**config.mk**
```make
export PLATFORM = sky130hd
export DESIGN_NAME = ps2_key_tracker
export DESIGN_NICKNAME = d
export VERILOG_FILES = /design/src/rtl/ps2_pkg.sv /design/src/rtl/ps2_rx_frame.sv /design/src/rtl/ps2_key_tracker.sv
export SDC_FILE = /design/constraint.sdc
export NUM_CORES = 1
export LEC_CHECK = 0
export ABC_AREA = 0
export ABC_CLOCK_PERIOD_IN_PS = 1700
export CAP_MARGIN = 20
export CORE_MARGIN = 10
export CORE_UTILIZATION = 45
export CTS_BUF_LIST = sky130_fd_sc_hd__clkbuf_4
export CTS_CLUSTER_SIZE = 8
export DETAILED_ROUTE_END_ITERATION = 8
export GPL_TIMING_DRIVEN = 0
export PLACE_DENSITY_LB_ADDON = 0.15
export SYNTH_ARGS = -nofsm -noshare
export SYNTH_HDL_FRONTEND = slang
export SYNTH_SLANG_ARGS = --single-unit
export TNS_END_PERCENT = 30
```
**constraint.sdc**
```tcl
create_clock -name clk -period 1.7 [get_ports clk]
set_input_delay 0.255 -clock clk [delete_from_list [all_inputs] [get_ports clk]]
set_output_delay 0.255 -clock clk [all_outputs]
set_load 0.005 [all_outputs]
```
**src/rtl/ps2_pkg.sv**
```systemverilog
// Shared constants and types for the PS/2 keyboard front end: prefix bytes,
// frame-receiver states and the arrow-key codes used by the default key table.
package ps2_pkg;

  localparam logic [7:0] PS2_EXT = 8'hE0;
  localparam logic [7:0] PS2_BRK = 8'hF0;

  // {ext, scan} codes for the arrow keys (scan-code set 2)
  localparam logic [8:0] KEY_LEFT  = 9'h16B;
  localparam logic [8:0] KEY_UP    = 9'h175;
  localparam logic [8:0] KEY_RIGHT = 9'h174;
  localparam logic [8:0] KEY_DOWN  = 9'h172;

  typedef enum logic [1:0] {
    IDLE,
    DATA,
    PARITY,
    STOP
  } frame_state_t;

endpackage

```
**src/rtl/ps2_rx_frame.sv**
```systemverilog
// PS/2 device-to-host frame receiver: input synchronisers, PS2C glitch filter,
// start/data/parity/stop framing and an inter-edge timeout.
module ps2_rx_frame
  import ps2_pkg::*;
#(
  parameter int FILTER_LEN     = 8,
  parameter int TIMEOUT_CYCLES = 200000
) (
  input  logic       clk,
  input  logic       clr,
  input  logic       i_ps2c,
  input  logic       i_ps2d,
  output logic [7:0] o_byte,
  output logic       o_byte_valid,
  output logic       o_frame_err,
  output logic       o_timeout
);

  localparam int TW = $clog2(TIMEOUT_CYCLES + 1);

  logic [1:0]            r_c_sync;
  logic [1:0]            r_d_sync;
  logic [FILTER_LEN-1:0] r_taps;
  logic                  r_filt;
  frame_state_t          r_state;
  frame_state_t          w_next;
  logic [2:0]            r_bit_cnt;
  logic [7:0]            r_shift;
  logic                  r_par_ok;
  logic [TW-1:0]         r_to_cnt;
  logic                  r_frame_err;
  logic                  r_timeout;
  logic                  w_bit;
  logic                  w_fall;
  logic                  w_byte_valid;
  logic                  w_frame_err;
  logic                  w_timeout;

  assign w_bit     = r_d_sync[1];
  assign w_fall    = r_filt & ~|r_taps;
  assign w_timeout = (r_state != IDLE) && !w_fall &&
                     (r_to_cnt == TW'(TIMEOUT_CYCLES - 1));

  // NOTE: clocked state is written with <= so every register samples the
  // pre-edge values of the others, independent of statement order.
  always_ff @(posedge clk) begin
    if (clr) begin
      r_c_sync <= '0;
      r_d_sync <= '0;
      r_taps   <= '0;
      r_filt   <= 1'b0;
    end else begin
      r_c_sync <= {r_c_sync[0], i_ps2c};
      r_d_sync <= {r_d_sync[0], i_ps2d};
      r_taps   <= {r_taps[FILTER_LEN-2:0], r_c_sync[1]};
      if (&r_taps)       r_filt <= 1'b1;
      else if (~|r_taps) r_filt <= 1'b0;
    end
  end

  // NOTE: every output of this block is given a default first, so no path
  // leaves a value unassigned and no latch is inferred.
  always_comb begin
    w_next       = r_state;
    w_byte_valid = 1'b0;
    w_frame_err  = 1'b0;
    if (w_timeout) begin
      w_next = IDLE;
    end else if (w_fall) begin
      case (r_state)
        IDLE:    if (!w_bit) w_next = DATA;
        DATA:    if (r_bit_cnt == 3'd7) w_next = PARITY;
        PARITY:  w_next = STOP;
        STOP: begin
          w_next = IDLE;
          if (w_bit && r_par_ok) w_byte_valid = 1'b1;
          else                   w_frame_err  = 1'b1;
        end
        default: w_next = IDLE;
      endcase
    end
  end

  always_ff @(posedge clk) begin
    if (clr) begin
      r_state     <= IDLE;
      r_bit_cnt   <= '0;
      r_shift     <= '0;
      r_par_ok    <= 1'b0;
      r_to_cnt    <= '0;
      r_frame_err <= 1'b0;
      r_timeout   <= 1'b0;
    end else begin
      r_state     <= w_next;
      r_frame_err <= w_frame_err;
      r_timeout   <= w_timeout;
      if (w_fall || w_timeout || r_state == IDLE) r_to_cnt <= '0;
      else                                        r_to_cnt <= r_to_cnt + 1'b1;
      if (w_fall) begin
        case (r_state)
          IDLE: r_bit_cnt <= '0;
          DATA: begin
            r_shift   <= {w_bit, r_shift[7:1]};
            r_bit_cnt <= r_bit_cnt + 1'b1;
          end
          // odd parity: data plus parity bit must hold an odd number of ones
          PARITY:  r_par_ok <= ^{r_shift, w_bit};
          default: ;
        endcase
      end
    end
  end

  assign o_byte       = r_shift;
  assign o_byte_valid = w_byte_valid;
  assign o_frame_err  = r_frame_err;
  assign o_timeout    = r_timeout;

endmodule

```
**src/rtl/ps2_key_tracker.sv**
```systemverilog
// PS/2 keyboard front end: E0/F0 prefix decoding on top of ps2_rx_frame and a
// held/press/release tracker for a configurable table of key codes.
module ps2_key_tracker
  import ps2_pkg::*;
#(
  parameter int                 NKEYS          = 4,
  parameter logic [9*NKEYS-1:0] KEY_CODES      = {KEY_DOWN, KEY_RIGHT, KEY_UP, KEY_LEFT},
  parameter int                 FILTER_LEN     = 8,
  parameter int                 TIMEOUT_CYCLES = 200000
) (
  input  logic             clk,
  input  logic             clr,
  input  logic             PS2C,
  input  logic             PS2D,
  output logic [NKEYS-1:0] key_held,
  output logic [NKEYS-1:0] key_press,
  output logic [NKEYS-1:0] key_release,
  output logic             code_valid,
  output logic [8:0]       code,
  output logic             code_break,
  output logic             parity_err
);

  logic [7:0]       w_byte;
  logic             w_byte_valid;
  logic             w_frame_err;
  logic             w_timeout;
  logic             r_ext;
  logic             r_brk;
  logic             r_code_valid;
  logic [8:0]       r_code;
  logic             r_code_break;
  logic [NKEYS-1:0] r_held;
  logic [NKEYS-1:0] r_press;
  logic [NKEYS-1:0] r_release;

  ps2_rx_frame #(
    .FILTER_LEN     (FILTER_LEN),
    .TIMEOUT_CYCLES (TIMEOUT_CYCLES)
  ) u_rx (
    .clk          (clk),
    .clr          (clr),
    .i_ps2c       (PS2C),
    .i_ps2d       (PS2D),
    .o_byte       (w_byte),
    .o_byte_valid (w_byte_valid),
    .o_frame_err  (w_frame_err),
    .o_timeout    (w_timeout)
  );

  // Prefix decoder: a broken or abandoned frame also cancels pending prefixes
  always_ff @(posedge clk) begin
    if (clr) begin
      r_ext        <= 1'b0;
      r_brk        <= 1'b0;
      r_code_valid <= 1'b0;
      r_code       <= '0;
      r_code_break <= 1'b0;
    end else begin
      r_code_valid <= 1'b0;
      if (w_frame_err || w_timeout) begin
        r_ext <= 1'b0;
        r_brk <= 1'b0;
      end else if (w_byte_valid) begin
        if (w_byte == PS2_EXT) begin
          r_ext <= 1'b1;
        end else if (w_byte == PS2_BRK) begin
          r_brk <= 1'b1;
        end else begin
          r_code_valid <= 1'b1;
          r_code       <= {r_ext, w_byte};
          r_code_break <= r_brk;
          r_ext        <= 1'b0;
          r_brk        <= 1'b0;
        end
      end
    end
  end

  // Each table entry is matched independently, so duplicate codes all respond
  always_ff @(posedge clk) begin
    if (clr) begin
      r_held    <= '0;
      r_press   <= '0;
      r_release <= '0;
    end else begin
      r_press   <= '0;
      r_release <= '0;
      if (r_code_valid) begin
        for (int i = 0; i < NKEYS; i++) begin
          if (KEY_CODES[9*i +: 9] == r_code) begin
            if (!r_code_break && !r_held[i]) begin
              r_held[i]  <= 1'b1;
              r_press[i] <= 1'b1;
            end else if (r_code_break && r_held[i]) begin
              r_held[i]    <= 1'b0;
              r_release[i] <= 1'b1;
            end
          end
        end
      end
    end
  end

  assign key_held    = r_held;
  assign key_press   = r_press;
  assign key_release = r_release;
  assign code_valid  = r_code_valid;
  assign code        = r_code;
  assign code_break  = r_code_break;
  assign parity_err  = w_frame_err;

endmodule
```
==> out/metrics.cfg <==
[run_status]
outcome = finished with violations
violations = setup timing

[clock_tree]
ctsHoldBuffers = 0
cts_buffers = 9
cts_tree = done
root_buffer = clkbuf_4
clock_path_buffers = 2
htreeDepth = 3
insertion_delay_ns = 0.41
path_clk_slew_ns = 0.11
cts_sinks = 72

[setup_path]
timing.rr.start = u_rx.r_to_cnt[2]$_SDFF_PP0_
crit_arrival_ns = 2.06
reg2reg_slack_ns = -0.007
end_kind = flop
worstPathMaxFanout = 10
r2r_cells = 4
path_cells = nand3_4 -> or3_4 -> or4_4 -> a21oi_2
r2r_end = u_rx.r_to_cnt[17]$_SDFF_PP0_
cp_slowest_cell = or4_4
cp.required_ns = 2.05
slowest_delay_ns = 0.52
critPathKind = reg -> reg
cp-start-kind = flop

[synth]
mappedNetlistArea_um2 = 3210
synth_edf_count = 0
synth_top_area_share_pct = 44.9
yosysSeqAreaShare_pct = 44.9
synth_fp_nets = 364
yosysWarnings = 0
synth_commonest_cells = dfxtp_1 (72), nor2_1 (29), a21oi_1 (28)
ys_types = 52
synth.most_common_cell = dfxtp_1
synth-main-ff-cell = dfxtp_1
synthArstFlopShare_pct = 0
yosysTopAreaCell = dfxtp_1
avgSynthCellArea_um2 = 9.30
syn_inst = 345
ys_ff_latch = 72
synth_area_leaders = dfxtp_1 (45%), ha_1 (5.8%), a21oi_1 (4.4%), nand4_1 (3.5%), nor2_1 (3.4%)

[worst_hold_path]
hold_path_depth = 2
min_to = u_rx.r_c_sync[0]$_SDFF_PP0_
hold_path_class = in -> reg
worstHoldStart = PS2C

[drt]
detail-route-antenna-nets = 0
drc = 0
drt_iter0_markers = 148
vias_per_cell = 5.45
drtPass1Iterations = 4
vias = 2688
avgRoutedWirePerCell_um = 14.7
wl_um = 7240

[sta]
slew_viol_final = 0
slew_headroom_pct = 64.6
setup_violations = 1
worst_pin_slew_ns = 0.531
fin_ws_ns = -0.00687
tns_ns = -0.00687
rsz0062_at_grt = true
max_freq_mhz = 586
min_period_ns = 1.71
hold_violations = 0
min_period_over_period_pct = 100
skew_ns = 0.00703

[global_routing]
grt_pass1_vias = 2507
grt-ovfl-total = 0
grt_antenna_before_repair = 0
grtUsageTotal_pct = 13.0
grt_max_degree = 12
grt_pass1_wl_um = 11900

[power_and_ir_drop]
p_leak_uw = 0.00137
power_density_nw_per_um2 = 661
peakVddDrop_mv = 0.482

[floorplan]
rows = 30
die_width_um = 104
core_area_um2 = 6870
pin_count = 28
dieHeight_um = 104
fp.dieArea_um2 = 10900
start_util_pct = 46.7

[layout]
nets = 412
fill_cells = 623
syn2layout_area_growth_pct = 23.4
final_cells = 493
diodes = 0
final_util_pct = 57.6
drive_above_1_share_pct = 18.9

[place]
place_inst = 468
port-buffer-count = 27
place_congestion = 0.832
hpwl_um = 4980

[flow_run]
maxCapViolations = 0

-- worst max-delay path, delay by kind of cell (launching register included) --
| family | cells | cell delay, ns |
|---|---|---|
| AOI/OAI and AO/OA | 1 | 0.13 |
| DFF | 1 | 0.39 |
| and+or+nand+nor | 3 | 1.12 |
-- layout make-up --
type | count | area, um2 | share of cell area [%]
Buffer | 14 | 96.3 | 2.43
Clock buffer | 10 | 75.1 | 1.90
Clock inverter | 5 | 25.0 | 0.632
Inverter | 14 | 52.6 | 1.33
Multi-Input combinational cell | 244 | 1750 | 44.3
Sequential cell | 72 | 1480 | 37.4
Tap cell | 96 | 120 | 3.03
Timing Repair Buffer | 38 | 355 | 8.98
-- cells in the final DEF, fill, tap and decap left out, types with 3 or more instances in the layout --
master	instances
a21oi_1	28
and3_1	4
and4_1	3
buf_2	3
buf_4	8
buf_6	5
clkbuf_2	4
clkbuf_4	10
clkdlybuf4s50_1	27
dfxtp_1	52
dfxtp_2	14
dfxtp_4	6
ha_1	13
inv_1	12
mux2i_1	3
nand2_1	23
nand3_1	11
nand3b_1	3
nand4_1	18
nand4bb_1	3
nor2_1	27
nor2b_1	13
nor3_1	3
nor4_1	5
o21ai_0	11
o31ai_1	3
or3_1	4
or4b_1	3
xnor2_1	12
xor2_1	4
-- where the power goes --
group          internal (uW)  total, uW  switching [uW]
Sequential              1680       1690            4.47
Clock                    295        871             576
Combinational           25.5       59.5            33.9
Total                   2000       2620             614
-- sequential cells by signal, indices dropped and copies added (netlist names), 2 cells and up --
name and cells:
u_rx.r_to_cnt 18, code 9, u_rx.o_byte 8, u_rx.r_taps 8
key_held 4, key_press 4, key_release 4, u_rx.r_bit_cnt 3
u_rx.r_c_sync 2, u_rx.r_d_sync 2, u_rx.r_state 2
-- metal layers --
| layer | global-route usage, % | part of all wire [%] | vias up |
|---|---|---|---|
| met5 | 0 | 0 | - |
| met1 | 16.4 | 46 | 1272 |
| met2 | 20.4 | 48 | 60 |
| li1 | - | - | 1342 |
| met4 | 6.06 | 1.7 | 0 |
| met3 | 3.16 | 4.6 | 14 |
-- kinds of logic (layout without fill, tap and decap cells) --
family	Yosys count	count (layout)	synth area share, %
buf+inv	29	81	3.55
simple gates	149	149	28.3
mux	3	3	0.936
compound gates	60	60	11.4
xor+xnor	17	17	5.07
flops	72	72	44.9
fa+ha+maj	15	15	5.85
-- per-stage QoR --
step / area, um2 / total power (uW) / setup slack [ns] / hold slack (ns)
finish: 3960 / 2620 / -0.00687 / 0.391
CTS: 3800 / 2650 / -0.00614 / 0.371
detailed placement: 3610 / 1780 / -0.605 / 0.434
global route: 3960 / 2740 / -0.0780 / 0.377
floorplan: 3220 / 1760 / 0.0272 / 0.383
global placement: 3610 / 1780 / -0.581 / 0.416
-- what timing repair did --
action                     in CTS  in global routing
setup endpoints to repair      32                 44
pin swaps                       4                  9
gates cloned                    0                  2
buffers inserted                2                  7
gates resized for setup        31                 41
-- worst max-delay path by stage --
stage                                     start                      endpoint  slack [ns]  cells past startpoint
finish              u_rx.r_to_cnt[2]$_SDFF_PP0_  u_rx.r_to_cnt[17]$_SDFF_PP0_      -0.007                      4
floorplan           u_rx.r_to_cnt[0]$_SDFF_PP0_  u_rx.r_to_cnt[14]$_SDFF_PP0_        0.03                      5
global route        u_rx.r_to_cnt[2]$_SDFF_PP0_  u_rx.r_to_cnt[17]$_SDFF_PP0_       -0.08                      4
CTS                 u_rx.r_to_cnt[2]$_SDFF_PP0_  u_rx.r_to_cnt[17]$_SDFF_PP0_      -0.006                      4
global placement                            clr          code[7]$_SDFFE_PP0P_       -0.58                      5
detailed placement                          clr          code[6]$_SDFFE_PP0P_       -0.60                      5
Power figures use the tool's default switching activity.
